===== src/rtl/reg_dst_pkg.sv =====
// rtl/reg_dst_pkg.sv - selector encodings and default constant destinations for reg_dst_unit
package reg_dst_pkg;

    typedef enum logic [2:0] {
        SEL_ADDR0 = 3'b000,
        SEL_ALT   = 3'b001,
        SEL_LINK  = 3'b010,
        SEL_ADDR1 = 3'b011,
        SEL_ADDR2 = 3'b100
    } sel_e;

    localparam int DEF_LINK_ADDR = 31;
    localparam int DEF_ALT_ADDR  = 29;

endpackage


===== src/rtl/reg_dst_scoreboard.sv =====
// rtl/reg_dst_scoreboard.sv - pending-destination mask with hazard lookup; REG_DST_BYPASS_EN lets a same-cycle writeback release the stall
module reg_dst_scoreboard #(
    parameter int ADDR_W = 5
) (
    input  logic              clk,
    input  logic              reset_n,
    input  logic              set_en,
    input  logic [ADDR_W-1:0] set_addr,
    input  logic              clr_en,
    input  logic [ADDR_W-1:0] clr_addr,
    input  logic [ADDR_W-1:0] src_a,
    input  logic [ADDR_W-1:0] src_b,
    input  logic [ADDR_W-1:0] dst,
    output logic              hazard,
    output logic              busy
);

    localparam int DEPTH = 1 << ADDR_W;

    logic [DEPTH-1:0] pend_q;
    logic [DEPTH-1:0] pend_d;
    logic [DEPTH-1:0] look;

    // Next mask: clear first so a set to the same address wins; register 0 never pends
    always_comb begin
        pend_d = pend_q;
        if (clr_en) begin
            pend_d[clr_addr] = 1'b0;
        end
        if (set_en) begin
            pend_d[set_addr] = 1'b1;
        end
        pend_d[0] = 1'b0;
    end

    // Pending mask, discarded immediately on reset
    always_ff @(posedge clk or negedge reset_n) begin
        if (!reset_n) begin
            pend_q <= '0;
        end else begin
            pend_q <= pend_d;
        end
    end

    // Mask seen by the hazard lookup; optionally hides the address retiring this cycle
    always_comb begin
        look = pend_q;
`ifdef REG_DST_BYPASS_EN
        if (clr_en) begin
            look[clr_addr] = 1'b0;
        end
`endif
    end

    assign hazard = look[src_a] | look[src_b] | look[dst];
    assign busy   = |pend_q;

endmodule


===== src/rtl/reg_dst_unit.sv =====
// rtl/reg_dst_unit.sv - destination-register select with single output stage and RAW/WAW scoreboard (REG_DST_BYPASS_EN: writeback bypass)
module reg_dst_unit
    import reg_dst_pkg::*;
#(
    parameter int ADDR_W    = 5,
    parameter int LINK_ADDR = DEF_LINK_ADDR,
    parameter int ALT_ADDR  = DEF_ALT_ADDR
) (
    input  logic              clk,
    input  logic              reset_n,
    input  logic              in_valid,
    output logic              in_ready,
    input  logic [2:0]        sel,
    input  logic [ADDR_W-1:0] addr0,
    input  logic [ADDR_W-1:0] addr1,
    input  logic [ADDR_W-1:0] addr2,
    input  logic              wr_en,
    input  logic [ADDR_W-1:0] src_a,
    input  logic [ADDR_W-1:0] src_b,
    output logic              out_valid,
    input  logic              out_ready,
    output logic [ADDR_W-1:0] out_addr,
    output logic              out_err,
    input  logic              wb_valid,
    input  logic [ADDR_W-1:0] wb_addr,
    output logic              busy
);

    logic [ADDR_W-1:0] dst;
    logic              legal;
    logic              hazard;
    logic              accept;

    logic              out_valid_q, out_valid_d;
    logic [ADDR_W-1:0] out_addr_q, out_addr_d;
    logic              out_err_q, out_err_d;

    // Selector decode; illegal codes map to register 0 so they never hit the scoreboard
    always_comb begin
        dst   = '0;
        legal = 1'b1;
        case (sel)
            SEL_ADDR0: dst = addr0;
            SEL_ALT:   dst = ADDR_W'(ALT_ADDR);
            SEL_LINK:  dst = ADDR_W'(LINK_ADDR);
            SEL_ADDR1: dst = addr1;
            SEL_ADDR2: dst = addr2;
            default:   legal = 1'b0;
        endcase
    end

    assign in_ready = (!out_valid_q || out_ready) && !hazard && reset_n;
    assign accept   = in_valid && in_ready;

    reg_dst_scoreboard #(
        .ADDR_W(ADDR_W)
    ) u_scoreboard (
        .clk      (clk),
        .reset_n  (reset_n),
        .set_en   (accept && wr_en && legal),
        .set_addr (dst),
        .clr_en   (wb_valid),
        .clr_addr (wb_addr),
        .src_a    (src_a),
        .src_b    (src_b),
        .dst      (dst),
        .hazard   (hazard),
        .busy     (busy)
    );

    // Output stage: load on accept, drop valid on a take, otherwise hold
    always_comb begin
        out_valid_d = out_valid_q;
        out_addr_d  = out_addr_q;
        out_err_d   = out_err_q;
        if (accept) begin
            out_valid_d = 1'b1;
            out_addr_d  = dst;
            out_err_d   = !legal;
        end else if (out_ready) begin
            out_valid_d = 1'b0;
        end
    end

    // Output stage registers, discarded immediately on reset
    always_ff @(posedge clk or negedge reset_n) begin
        if (!reset_n) begin
            out_valid_q <= 1'b0;
            out_addr_q  <= '0;
            out_err_q   <= 1'b0;
        end else begin
            out_valid_q <= out_valid_d;
            out_addr_q  <= out_addr_d;
            out_err_q   <= out_err_d;
        end
    end

    assign out_valid = out_valid_q;
    assign out_addr  = out_addr_q;
    assign out_err   = out_err_q;

endmodule


===== config.mk =====
export PLATFORM = sky130hd
export DESIGN_NAME = reg_dst_unit
export DESIGN_NICKNAME = d
export VERILOG_FILES = /design/src/rtl/reg_dst_pkg.sv /design/src/rtl/reg_dst_scoreboard.sv /design/src/rtl/reg_dst_unit.sv
export SDC_FILE = /design/constraint.sdc
export NUM_CORES = 1
export LEC_CHECK = 0
export CAP_MARGIN = 20
export CORE_ASPECT_RATIO = 0.5
export CORE_MARGIN = 3
export CORE_UTILIZATION = 45
export DETAILED_ROUTE_END_ITERATION = 16
export DONT_BUFFER_PORTS = 1
export HOLD_SLACK_MARGIN = 0.1
export MAX_ROUTING_LAYER = met4
export PLACE_DENSITY = 0.65
export SKIP_LAST_GASP = 1
export SYNTH_ARGS = -nofsm -noshare
export SYNTH_HDL_FRONTEND = slang
export SYNTH_SLANG_ARGS = --single-unit

===== constraint.sdc =====
create_clock -name clk -period 2.7 [get_ports clk]
set_input_delay 0.405 -clock clk [delete_from_list [all_inputs] [get_ports clk]]
set_output_delay 0.405 -clock clk [all_outputs]
set_load 0.01 [all_outputs]

==> results of run 1 <==
## placed cells by master (no fill, tap or decap), types with 4 or more instances in the layout
master / Yosys / final
o31ai_4: 0 / 22
nand3b_1: 5 / 5
o21ai_1: 4 / 4
nor4_1: 9 / 9
nand2_1: 19 / 18
mux4_2: 10 / 10
nand4_1: 5 / 5
dfrtp_1: 38 / 37
buf_4: 0 / 57
mux2_4: 5 / 7
nor2b_1: 7 / 6
o41ai_4: 0 / 4
mux2i_1: 17 / 17
o31ai_2: 0 / 4
nor2_1: 8 / 8
a2111oi_0: 5 / 4
clkbuf_16: 0 / 7
nand2b_1: 6 / 5
o21ai_0: 44 / 43
nand3_1: 20 / 19
## layout make-up
cell class	instances	area, um2
flip-flops and latches	38	952
multi-input cells	248	2330
well taps	88	110
inverters	4	15.0
clock inverters	2	12.5
fillers	450	2060
clock buffers	6	139
repair buffers	64	559
## worst paths after layout
kind                                                   endpoint  slack, ns                             from
worst max-delay path                                   in_ready      -0.13  u_scoreboard.look[11]$_DFF_PN0_
worst min-delay path                        out_err$_DFFE_PN0P_       0.33                           sel[2]
worst max register to register  u_scoreboard.look[27]$_DFF_PN0_      -0.12  u_scoreboard.look[11]$_DFF_PN0_
worst min register to register          out_addr[0]$_DFFE_PN0P_       0.59          out_addr[0]$_DFFE_PN0P_
max in group asynchronous       u_scoreboard.look[11]$_DFF_PN0_       1.92                          reset_n
min in group asynchronous       u_scoreboard.look[27]$_DFF_PN0_       0.56                          reset_n
## metal layers
layer	global-route usage	vias up	share of wire
li1	-	1348	-
met3	0.117	36	0.16
met2	0.374	303	0.41
met1	0.397	1589	0.40
met5	-	-	0
met4	0.0785	0	0.024
## stage by stage
stage / worst slack, ns / TNS [ns] / total power [W] / instances
after floorplan: -0.0669 / -0.334 / 0.000998 / 306
after global placement: -0.121 / -1.35 / 0.00116 / 434
after detailed placement: -0.169 / -2.41 / 0.00117 / 434
after CTS: -0.127 / -0.858 / 0.00180 / 447
after global routing: -0.172 / -1.99 / 0.00198 / 450
final: -0.130 / -1.04 / 0.00191 / 450
## flip-flops by register name, summed over array words and instances, names as in the netlist
| signal | flops |
|---|---|
| u_scoreboard.look | 31 |
| out_addr | 5 |
| out_err | 1 |
| out_valid | 1 |
## repair_timing
item                       CTS  global route
hold endpoints to repair    38             0
hold buffers                 2             0
buffers inserted             3             0
setup endpoints to repair    5            38
pin swaps                    6            14
gates resized for setup     13            57
cloned                       0             3
## cells by family after synthesis
family | after synthesis | share of synthesized area
AO/OA/AOI/OAI | 113 | 0.275
multiplexers | 37 | 0.181
flip-flops | 38 | 0.326
buffers and inverters | 20 | 0.0313
AND/OR/NAND/NOR | 98 | 0.187
## power breakdown
part / switching [W] / internal, W
logic: 0.000335 / 0.000279
registers: 0.0000674 / 0.000629
clock network: 0.000238 / 0.000366
total: 0.000640 / 0.00127
==> metrics.yaml, run 1 <==
placed_design:
  finalWeightedCongestion: 1.01
  numPortBuffers: 0
  dpl_cell_area_um2: 3420
  dp_hpwl_um: 7880
sta:
  fmax_mhz: 353
  worst_slew_pin_slew_ns: 0.894
  maxSlewViolCount: 0
  min_period_over_period: 1.05
  setup-violations-final: 24
  setup_slack_ns: -0.130
  hold_violations: 0
  period_needed_ns: 2.83
  skew_ns: 0.00615
  relSlewSlack: 0.403
  rsz0062_at_grt: "yes"
  hold_ws_ns: 0.327
logic_synthesis:
  ys_seq_elements: 38
  ys_top_cells_by_area: "dfrtp_1, mux4_2, o21ai_0, o31ai_1, mux2i_1"
  synth_edf_count: 0
  syn_nets: 345
  synth_most_common_cell: "o21ai_0"
  async_flop_share: 1.00
  synth.distinct_cells: 49
  avgSynthCellArea_um2: 9.53
  yosysSeqAreaShare: 0.326
  synth_commonest_cells: "o21ai_0, dfrtp_1, o31ai_1, nand3_1, nand2_1"
  yosys_most_used_dff: "dfrtp_1"
  netlist_area_um2: 2920
  synth_largest_area_cell: "dfrtp_1"
  netlist_instances: 306
  synth_top_area_frac: 0.326
  yosysWarnings: 0
critical_path:
  max_stage_delay_ns: 0.46
  critPathRequiredTime_ns: 2.30
  end_kind: "output pin"
  crit_fanout: 3
  cp_num_buf_inv: 2
  path_cells: "mux4_2 > nand2b_4 > nand4_1 > nand3_2 > a311oi_2 > nand4_1 > buf_4 > nor3_4 > buf_6"
  worst_ep_arrival_time_ns: 2.43
  cpMaxStageDelayCell: "mux4_2"
  cp.depth: 9
  cp-start-kind: "flop"
  cp_common_cell: "nand4_1"
  crit_type: "reg -> out"
  r2r_cells: 9
  path_delay_family: "simple AND/OR/NAND/NOR gates"
hold_path:
  hold_depth: 2
  hold_path_class: "in -> reg"
floorplan:
  die_w_um: 120
  start_util: 0.472
  core_um2: 6180
  chipHeight_um: 62.9
  row_count: 20
  die_area_um2: 7540
  ios: 48
detailed_routing:
  drc: 0
  finalWirelength_um: 11600
  wire_per_inst_um: 25.7
  routed_via_density: 7.28
  ant_nets: 0
  vias: 3276
  first_iter_violations: 388
  dr.pass1.iters: 5
run:
  maxCapViolations: 0
outcome:
  status: "finished, violations left"
  violations: "negative setup slack"
cells_and_area:
  final_area_um2: 4120
  final_util: 0.667
  area_delta_synth_final_pct: 41.3
  layout-drive-gt1-share: 0.398
  antenna_cells: 0
  nets: 400
clock_tree:
  cts_tree: "built"
  htreeDepth: 2
  cts_buffers: 5
  clock-sinks: 38
  clock_path_buffers: 2
  clk_pin_slew_ns: 0.06
  cts_root_buf: "clkbuf_16"
  clock_latency_ns: 0.28
grt:
  grt-ovfl-total: 0
  grt_first_pass_wirelength_um: 16200
  antenna_found_initial: 0
  grt_use_total: 0.284
  first_global_vias: 3037
  grt_max_degree: 39
pwr:
  cellPowerDensity_nw_per_um2: 464
  vdd_drop_max_mv: 0.321
  power_leakage_nw: 1.71
(Power assumes the default switching activity.)
==> inputs of run 2 (changes only) <==
--- a/config.mk
+++ b/config.mk
@@ -18,3 +18,4 @@
 export SYNTH_ARGS = -nofsm -noshare
 export SYNTH_HDL_FRONTEND = slang
 export SYNTH_SLANG_ARGS = --single-unit
+export TNS_END_PERCENT = 5
==> metrics.yaml, run 2 (synthesis results as in run 1) <==
pwr:
  power_leakage_nw: 1.55
  p_comb_frac: 0.263
  clock_power_share: 0.388
  pwr-share-seq: 0.350
  p_int_w: 0.00141
  vdd_drop_max_mv: 0.298
  switching_share: 0.289
  p_sw_w: 0.000573
  cellPowerDensity_nw_per_um2: 535
cells_and_area:
  multi_input_comb_area_um2: 1940
  layout_common_cells: "buf_4, o21ai_0, dfrtp_1"
  layout-drive-gt1-share: 0.310
  mostFrequentLayoutCell: "buf_4"
  nets: 399
  largest_register_ffs: 31
  area_delta_synth_final_pct: 27.2
  regArea_um2: 953
  fillerInstances: 538
  antenna_cells: 0
critical_path:
  r2r_cells: 9
  cp-start-kind: "flop"
  path_cells: "mux4_2 > nand2b_4 > nand4_1 > nand3_2 > a311oi_2 > nand4_1 > buf_4 > nor3_2 > buf_4"
  critPathRequiredTime_ns: 2.30
  crit_type: "reg -> out"
  max_stage_delay_ns: 0.46
  cpMaxStageDelayCell: "mux4_2"
  worst_ep_arrival_time_ns: 2.41
  crit_fanout: 3
  startpoint: "u_scoreboard.look[11]$_DFF_PN0_"
  r2r_start: "u_scoreboard.look[11]$_DFF_PN0_"
  end_kind: "output pin"
clock_tree:
  cts_root_buf: "clkbuf_16"
  clock-sinks: 38
  clock_latency_ns: 0.28
  cts_buffers: 5
  htreeDepth: 2
  cts_tree: "built"
  clk_pin_slew_ns: 0.06
  clock_path_buffers: 2
run:
  maxCapViolations: 0
sta:
  hold_ws_ns: 0.317
  rsz0062_at_grt: "yes"
  fmax_mhz: 355
  setup_slack_ns: -0.118
  setup-violations-final: 7
  hold_violations: 0
  tns_ns: -0.531
  period_needed_ns: 2.82
  worst_slew_pin_slew_ns: 0.555
  min_period_over_period: 1.04
  relSlewSlack: 0.628
  maxSlewViolCount: 0
  skew_ns: 0.00509
detailed_routing:
  vias: 3024
  wire_per_inst_um: 23.7
  routed_via_density: 6.73
  ant_nets: 0
  dr.pass1.iters: 7
  drc: 0
  first_iter_violations: 348
  finalWirelength_um: 10600
floorplan:
  ios: 48
  chipHeight_um: 62.9
  die_w_um: 120
  row_count: 20
  core_um2: 6180
  die_area_um2: 7540
  start_util: 0.472
grt:
  grt_max_degree: 39
  grt-ovfl-total: 0
  grt_use_total: 0.296
  antenna_found_initial: 0
  grt_first_pass_wirelength_um: 16900
  first_global_vias: 3063
hold_path:
  hold_path_class: "in -> reg"
  hp-start: "sel[2]"
  hold_depth: 2
outcome:
  status: "finished, violations left"
  violations: "negative setup slack"
placed_design:
  numPortBuffers: 0
  dp_hpwl_um: 8210
  pre_cts_ws_ns: -0.180
  finalWeightedCongestion: 1.01
-- run 2: critical path: cells and delay by family, from the launching register on --
kind	cells	cell delay, ns
AOI/OAI and AO/OA	1	0.26
buffers and inverters	2	0.33
DFF	1	0.43
muxes	1	0.46
and+or+nand+nor	5	0.65
-- run 2: worst paths after layout --
path	end	slack, ns
setup / recovery	in_ready	-0.12
hold / removal	out_err$_DFFE_PN0P_	0.32
setup reg to reg	out_addr[2]$_DFFE_PN0P_	-0.08
hold reg to reg	out_addr[4]$_DFFE_PN0P_	0.59
max in group asynchronous	u_scoreboard.look[23]$_DFF_PN0_	1.90
min in group asynchronous	u_scoreboard.look[5]$_DFF_PN0_	0.59
-- run 2: area by class of cell --
class	instances	share of cell area
Clock buffer	5	0.0337
Clock inverter	3	0.0186
Inverter	4	0.00405
Multi-Input combinational cell	248	0.522
Sequential cell	38	0.257
Tap cell	88	0.0297
Timing Repair Buffer	63	0.135
-- run 2: power groups by stage --
| stage | clock, W | combinational, W | sequential, W |
|---|---|---|---|
| floorplan | 0 | 0.000304 | 0.000693 |
| global placement | 0 | 0.000475 | 0.000698 |
| detailed placement | 0 | 0.000481 | 0.000701 |
| CTS | 0.000774 | 0.000505 | 0.000692 |
| global route | 0.000804 | 0.000556 | 0.000698 |
| finish | 0.000770 | 0.000521 | 0.000694 |
-- run 2: repair_timing --
| item | in CTS | in global routing |
|---|---|---|
| resized for setup | 4 | 4 |
| hold endpoints to repair | 38 | 0 |
| hold buffers | 2 | 0 |
| buffers inserted | 2 | 1 |
| endpoints found under the setup margin | 4 | 15 |
| pin swaps | 7 | 2 |
-- run 2: per-layer routing --
metal	share of wire	vias up	GRT usage
met3	0.15	26	0.120
met1	0.43	1436	0.407
li1	-	1335	-
met5	0	-	-
met2	0.40	227	0.411
met4	0.017	0	0.0613
-- run 2: per-stage QoR --
stage	total power (W)	utilization	area (um2)	instances
5_1_grt	0.00206	0.600	3710	449
2_1_floorplan	0.000997	-	2970	306
3_3_place_gp	0.00117	0.555	3430	436
4_1_cts	0.00197	0.597	3690	448
6_report	0.00198	0.600	3710	449
3_5_place_dp	0.00118	0.555	3430	436
